--- config.mk ---
export PLATFORM = sky130hd
export DESIGN_NAME = uart_rx_byte
export DESIGN_NICKNAME = d
export VERILOG_FILES = /design/src/rtl/uart_rx_byte.sv
export SDC_FILE = /design/constraint.sdc
export NUM_CORES = 1
export LEC_CHECK = 0
export BUFFER_PORTS_ARGS = -buffer_cell sky130_fd_sc_hd__clkbuf_2
export CORE_MARGIN = 2
export CORE_UTILIZATION = 30
export CTS_CLUSTER_SIZE = 8
export DETAILED_ROUTE_END_ITERATION = 10
export PLACE_DENSITY = 0.51
export SYNTH_ARGS = -nofsm -noshare
export SYNTH_HDL_FRONTEND = slang
export SYNTH_SLANG_ARGS = --single-unit
--- constraint.sdc ---
create_clock -name clk -period 3.1 [get_ports clk]
set_input_delay 0.31 -clock clk [delete_from_list [all_inputs] [get_ports clk]]
set_output_delay 0.31 -clock clk [all_outputs]
set_load 0.01 [all_outputs]
--- src/rtl/uart_rx_byte.sv ---
// uart_rx_byte
//   Receives 8N1 frames from the board UART line and presents each completed
//   byte on an 8-bit bus. The bus feeds the downstream nonzero-detect OR
//   reduction and the CPU-side input register.
//
// Ports
//   clk        system clock, all logic on the rising edge
//   reset      synchronous, active-high reset (priority over everything)
//   rx         asynchronous serial line, idle high
//   data_out   received byte, bit 0 = first data bit on the line
//   valid      data_out holds an unconsumed byte
//   ready      consumer accepts data_out on an edge where valid=1 and ready=1
//   frame_err  one-cycle pulse: stop bit sampled low
//   overrun    one-cycle pulse: completed byte dropped, previous one unconsumed
//
// Handshake: a byte transfers on every rising edge where valid=1 and ready=1.
// While valid=1, data_out is held stable until that accepting edge; valid may
// stay high across the edge only when a new byte is delivered on that same
// edge. ready has no effect while valid=0.
//
// Timing: every sample point is counted from the first cycle the IDLE state
// sees rx_s low. The start bit is checked CLKS_PER_BIT/2 cycles later, each
// data bit and the stop bit a further CLKS_PER_BIT cycles apart, so all
// samples land at bit centres. Parameter legal range: 4..65535.

module uart_rx_byte #(
    parameter int unsigned CLKS_PER_BIT = 434
) (
    input  logic       clk,
    input  logic       reset,
    input  logic       rx,
    input  logic       ready,
    output logic [7:0] data_out,
    output logic       valid,
    output logic       frame_err,
    output logic       overrun
);

    localparam logic [15:0] BIT_LAST  = 16'(CLKS_PER_BIT - 1);
    localparam logic [15:0] HALF_LAST = 16'((CLKS_PER_BIT / 2) - 1);

    typedef enum logic [2:0] {
        S_IDLE  = 3'd0,
        S_START = 3'd1,
        S_DATA  = 3'd2,
        S_STOP  = 3'd3,
        S_BREAK = 3'd4
    } state_t;

    // Registered state
    logic        rx_meta;
    logic        rx_s;
    state_t      state_q;
    logic [15:0] cnt_q;
    logic [2:0]  idx_q;
    logic [7:0]  shreg_q;

    // Next-state values
    state_t      state_d;
    logic [15:0] cnt_d;
    logic [2:0]  idx_d;
    logic [7:0]  shreg_d;
    logic [7:0]  data_d;
    logic        valid_d;
    logic        frame_err_d;
    logic        overrun_d;

    always_ff @(posedge clk) begin
        if (reset) begin
            rx_meta   <= 1'b1;
            rx_s      <= 1'b1;
            state_q   <= S_IDLE;
            cnt_q     <= 16'd0;
            idx_q     <= 3'd0;
            shreg_q   <= 8'h00;
            data_out  <= 8'h00;
            valid     <= 1'b0;
            frame_err <= 1'b0;
            overrun   <= 1'b0;
        end else begin
            rx_meta   <= rx;
            rx_s      <= rx_meta;
            state_q   <= state_d;
            cnt_q     <= cnt_d;
            idx_q     <= idx_d;
            shreg_q   <= shreg_d;
            data_out  <= data_d;
            valid     <= valid_d;
            frame_err <= frame_err_d;
            overrun   <= overrun_d;
        end
    end

    always_comb begin
        state_d     = state_q;
        cnt_d       = cnt_q;
        idx_d       = idx_q;
        shreg_d     = shreg_q;
        data_d      = data_out;
        valid_d     = valid;
        frame_err_d = 1'b0;
        overrun_d   = 1'b0;

        // Consumer takes the held byte; a delivery below may re-raise valid
        // on the same edge.
        if (valid && ready) begin
            valid_d = 1'b0;
        end

        case (state_q)
            S_IDLE: begin
                if (!rx_s) begin
                    state_d = S_START;
                    cnt_d   = 16'd0;
                end
            end

            S_START: begin
                if (cnt_q == HALF_LAST) begin
                    if (rx_s) begin
                        // Line went back high before mid-start: a glitch.
                        state_d = S_IDLE;
                    end else begin
                        state_d = S_DATA;
                        cnt_d   = 16'd0;
                        idx_d   = 3'd0;
                    end
                end else begin
                    cnt_d = cnt_q + 16'd1;
                end
            end

            S_DATA: begin
                if (cnt_q == BIT_LAST) begin
                    cnt_d   = 16'd0;
                    // LSB arrives first, so shift right and insert at bit 7.
                    shreg_d = {rx_s, shreg_q[7:1]};
                    if (idx_q == 3'd7) begin
                        state_d = S_STOP;
                    end else begin
                        idx_d = idx_q + 3'd1;
                    end
                end else begin
                    cnt_d = cnt_q + 16'd1;
                end
            end

            S_STOP: begin
                if (cnt_q == BIT_LAST) begin
                    cnt_d = 16'd0;
                    if (rx_s) begin
                        state_d = S_IDLE;
                        if (!valid || ready) begin
                            data_d  = shreg_q;
                            valid_d = 1'b1;
                        end else begin
                            overrun_d = 1'b1;
                        end
                    end else begin
                        frame_err_d = 1'b1;
                        state_d     = S_BREAK;
                    end
                end else begin
                    cnt_d = cnt_q + 16'd1;
                end
            end

            S_BREAK: begin
                // Wait out a held-low line so it cannot look like a new start.
                if (rx_s) begin
                    state_d = S_IDLE;
                end
            end

            default: begin
                state_d = S_IDLE;
            end
        endcase
    end

endmodule

==> metrics.yaml, run 1 <==
yosys:
  ys_top_cells_by_count: "dfxtp_1 (43), nor2_1 (34), mux2i_1 (18), a21oi_1 (14), nand2_1 (12)"
  synthCells: 231
  yosys.area.top_type: "dfxtp_1"
  ys_seq_area_frac: 0.4185
  yosysMostFrequentCell: "dfxtp_1"
  synth.avg_cell_area_sq_um: 8.905
  yosys.area.top_type_share: 0.4185
  syn_nets: 240
  synth_edf_count: 0
  ys_types: 43
  async_reset_ff_frac: 0
  synth_area_leaders: "dfxtp_1 (42%), mux2i_1 (8.8%), nor2_1 (6.2%)"
  ys_warn_count: 0
  ys_seq_elements: 43
  ys.flop_type: "dfxtp_1"
  netlist_area_sq_um: 2057
global_route:
  grt_max_degree: 32
  grt_pass1_vias: 1463
  antenna_found_initial: 0
  grt_util_all_layers: 0.1154
  grt_overflow_total: 0
  grt_pass1_wl_um: 6913
outcome:
  status: "complete, no violations"
cts:
  ctsHtreeMaxLevel: 2
  cts_tree: "built"
  clockRootBuffer: "clkbuf_8"
  cts_sinks: 43
  hold_buffers: 0
  cts_made_buffers: 5
  clock_latency_ns: 0.29
  post_cts.repair.setup_buffers: 0
  path_clk_slew_ns: 0.08
  clk_path_buf_depth: 2
  cts_resized: 0
flow_run:
  drv_cap: 0
layout:
  area_growth_pct: 12.90
  diodes: 0
  drive_gt1_frac: 0.1463
  num-nets-final: 254
sta:
  setup_tns_ns: 0
  fin_crit_sh: 0.7576
  post-route-min-period_ns: 2.348
  hold_viol: 0
  max_slew_margin: 0.4187
  fmaxAchievable_ghz: 0.4258
  fin_skew_ns: 0.006410
  maxSlewViolCount: 0
  setup_viol: 0
  rsz0062_at_grt: "false"
  worstMarginPinSlew_ns: 0.8720
  setup_ws_ns: 0.7516
die:
  fp.dieArea_sq_um: 7535
  num_rows: 30
  die_width_um: 86.81
  start_util: 0.3061
  dieHeight_um: 86.81
  core_sq_um: 6719
  ios: 15
drt:
  drc: 0
  vias_per_cell: 5.012
  ant_nets: 0
  first_iter_violations: 97
  vias: 1634
  drt-total-wl_um: 4081
  wl_per_cell_um: 12.52
  dr.pass1.iters: 4
worst_setup_path:
  path_class: "flip-flop to flip-flop"
  crit_path_start_kind: "flip-flop"
  endpoint_kind: "flip-flop"
  required_ns: 3.29
  crit_fanout: 26
  cp.arrival_ns: 2.53
place:
  routabilityCongestion: 0.8617
  place_ws_ns: 0.8004
  dp_hpwl_um: 2865
  io_buffers: 14
power_and_ir_drop:
  pwr_density_cell_nw_per_um2: 547.0
  max-vdd-ir-drop_mv: 0.2858
  leakage_nw: 0.8104
hold_path:
  hold_class: "input port to flip-flop"
[logic make-up after synthesis]
family          Yosys count  share of synthesized area
compound gates           46                     0.1442
xor+xnor                  2                   0.008517
fa+ha+maj                 5                    0.03041
buf+inv                  16                    0.03710
flops                    43                     0.4185
mux                      20                    0.09854
simple gates             99                     0.2628
[critical path, cell delays in order, from the launching register on]
cell      delay [ns]
dfxtp_1         0.37
inv_1           0.09
ha_1            0.13
nor4bb_1        0.36
nand4_1         0.26
a32o_1          0.60
a21o_1          0.27
a22o_1          0.17
[path summary, 6_finish.rpt]
kind         startpoint         to  slack (ns)  cells past startpoint
max reg2reg    cnt_q[1]  cnt_q[10]        0.75                      7
min                  rx    rx_meta        0.19                      2
max            cnt_q[1]  cnt_q[10]        0.75                      7
min reg2reg     rx_meta       rx_s        0.41                      1
[cell usage in the layout, fill, tap and decap left out, types with 6 or more instances in the layout]
cell	count
a21oi_1	14
a31oi_1	10
clkbuf_2	14
dfxtp_1	43
mux2i_1	18
nand2_1	12
nand2b_1	7
nand3_1	11
nand4_1	6
nor2_1	34
o21ai_0	6
[routing by layer]
layer	up-vias	routed length, um	track usage
met1	740	2106	0.1556
met4	0	41	0.04261
li1	860	-	-
met5	-	0	0
met3	4	141	0.03619
met2	30	1792	0.1721
[layout make-up]
type                            instances  area (sq um)
Timing Repair Buffer                   19         107.6
Clock inverter                          3         43.79
Multi-Input combinational cell        172          1126
Fill cell                             691          4397
Tap cell                               80         100.1
Sequential cell                        43         860.8
Clock buffer                            5         68.82
Inverter                                4         15.01
[metrics by stage]
step           power [mW]    util  cell area, sq um  hold WS [ns]  cells
6_report            1.270  0.3456              2322        0.1937    326
5_1_grt             1.352  0.3456              2322        0.1783    326
4_1_cts             1.293  0.3456              2322        0.1815    326
3_5_place_dp       0.8470  0.3289              2210        0.3923    318
3_3_place_gp       0.8499  0.3289              2210        0.3914    318
2_1_floorplan      0.7894       -              2057        0.3895    231
[flip-flops by register name, summed over array words and instances, names as in the netlist]
| signal | flops |
|---|---|
| cnt_q | 16 |
| state_q | 3 |
| data_out | 8 |
| valid | 1 |
| rx_s | 1 |
| shreg_q | 8 |
| frame_err | 1 |
| overrun | 1 |
| rx_meta | 1 |
| idx_q | 3 |
[where the power goes]
group	internal, mW	total [mW]	leakage [nW]	switching (mW)
clock	0.240	0.437	0.0581	0.197
sequential	0.577	0.617	0.347	0.0400
combinational	0.0915	0.217	0.405	0.125
No activity file was read; power rests on OpenSTA's default activity.
==> run 2, diff against run 1 <==
Clock period 3.1 ns to 2.4 ns, I/O delays scaled along.
==> run 2 against run 1 <==
Against the previous run: power up 33%; sequential cell count unchanged; routed wire length up 2.3%; clock power up 36%; die area unchanged.
==> metrics.yaml, run 2 (same netlist as run 1, synthesis figures left out) <==
layout:
  top_register: "cnt_q"
  diodes: 0
  final_cell_area_sq_um: 2376
  largest_register_ffs: 16
  fin_cells: 332
  drive_gt1_frac: 0.1746
  layout_commonest_cell: "dfxtp_1"
  area_growth_pct: 15.51
  reg_top3: "cnt_q (16), data_out (8), shreg_q (8)"
  final_cell_mix: "dfxtp_1 (43), nor2_1 (34), mux2i_1 (18)"
  num-nets-final: 260
place:
  dp_hpwl_um: 3026
  dp.cells: 324
  placed_area_sq_um: 2255
  io_buffers: 14
  routabilityCongestion: 0.8158
power_and_ir_drop:
  max-vdd-ir-drop_mv: 0.2911
  leakage_nw: 0.8499
  pwr_density_cell_nw_per_um2: 708.6
sta:
  setup_tns_ns: 0
  post-route-min-period_ns: 2.163
  fmaxAchievable_ghz: 0.4623
  worstMarginPinSlew_ns: 0.5307
  whs_ns: 0.1222
  fin_crit_sh: 0.9014
  max_slew_margin: 0.6430
  hold_viol: 0
  fin_skew_ns: 0.005915
  maxSlewViolCount: 0
  setup_viol: 0
  rsz0062_at_grt: "false"
hold_path:
  hp-start: "rx"
  holdPathEnd: "rx_meta"
  hold_class: "input port to flip-flop"
  holdPathStages: 2
global_route:
  grt_max_degree: 31
  grt_pass1_wl_um: 7631
  grt_pass1_vias: 1600
  antenna_found_initial: 0
  grt_util_all_layers: 0.1265
  grt_overflow_total: 0
cts:
  cts_tree: "built"
  clockRootBuffer: "clkbuf_8"
  clk_path_buf_depth: 2
  hold_buffers: 0
  ctsHtreeMaxLevel: 2
  cts_sinks: 43
  path_clk_slew_ns: 0.08
  clock_latency_ns: 0.30
  cts_made_buffers: 5
die:
  die_width_um: 86.81
  num_rows: 30
  fp.dieArea_sq_um: 7535
  start_util: 0.3061
  ios: 15
  core_sq_um: 6719
  dieHeight_um: 86.81
drt:
  first_iter_violations: 76
  ant_nets: 0
  drc: 0
  wl_per_cell_um: 12.57
  drt-total-wl_um: 4173
  vias_per_cell: 5.078
  dr.pass1.iters: 4
  vias: 1686
worst_setup_path:
  cp.arrival_ns: 2.41
  crit_path_start_kind: "flip-flop"
  reg2reg_from: "cnt_q[1]"
  path_class: "flip-flop to flip-flop"
  reg2reg_slack_ns: 0.24
  timing.rr.end: "idx_q[0]"
  endpoint_kind: "flip-flop"
  rr_worst_depth: 7
  crit_fanout: 6
  required_ns: 2.64
flow_run:
  drv_cap: 0
outcome:
  status: "complete, no violations"
## run 2: cell types whose count changed in the layout (fill, tap and decap cells not counted)
cell,before,now
nand2b_2,0,1
nand2b_1,7,6
clkbuf_8,5,6
a32o_1,1,0
a32o_2,0,1
clkinv_4,1,0
buf_4,5,11
## run 2: what timing repair did
item / 4_1_cts / 5_1_grt
setup buffers: 0 / 0
resized for setup: 0 / 2
endpoints found under the setup margin: 0 / 9
## run 2: cell type report
cell class	count	area, sq um
clock buffers	6	82.58
multi-input cells	172	1130
fillers	687	4343
inverters	4	15.01
flip-flops and latches	43	860.8
well taps	80	100.1
repair buffers	25	152.6
clock inverters	2	35.03
## run 2: through the flow
step	total power, mW	setup slack, ns	utilization
floorplan	1.020	0.2814	-
global placement	1.111	0.1025	0.3356
detailed placement	1.107	0.1182	0.3356
CTS	1.708	0.1176	0.3531
global route	1.805	0.02566	0.3536
finish	1.684	0.2367	0.3536
## run 2: routing by layer
layer  global-route usage  wire length [um]
met1               0.1751              2110
met2               0.1881              1835
met3              0.03143               151
met4              0.04972                75
met5                    0                 0
## run 2: worst max-delay path by stage
stage                     startpoint  depth (start not counted)          to  slack [ns]
after floorplan             cnt_q[0]                          7  state_q[2]        0.28
after global placement      cnt_q[1]                          8    cnt_q[2]        0.10
final                       cnt_q[1]                          7    idx_q[0]        0.24
after detailed placement    cnt_q[1]                          8    cnt_q[2]        0.12
after global routing        cnt_q[1]                          8  state_q[2]        0.03
after CTS                   cnt_q[1]                          8    cnt_q[2]        0.12
## run 2: critical path: stages, from the launching register on
cell and delay, ns:
dfxtp_1 0.37, inv_1 0.09, ha_1 0.13, nor4bb_1 0.35, nand4_1 0.25, or2_2 0.36
nor3b_1 0.35, mux2_2 0.22
## run 2: power by group
part,internal [mW],switching [mW],total [mW]
sequential,0.745,0.0517,0.796
combinational,0.128,0.165,0.293
clock,0.337,0.257,0.594
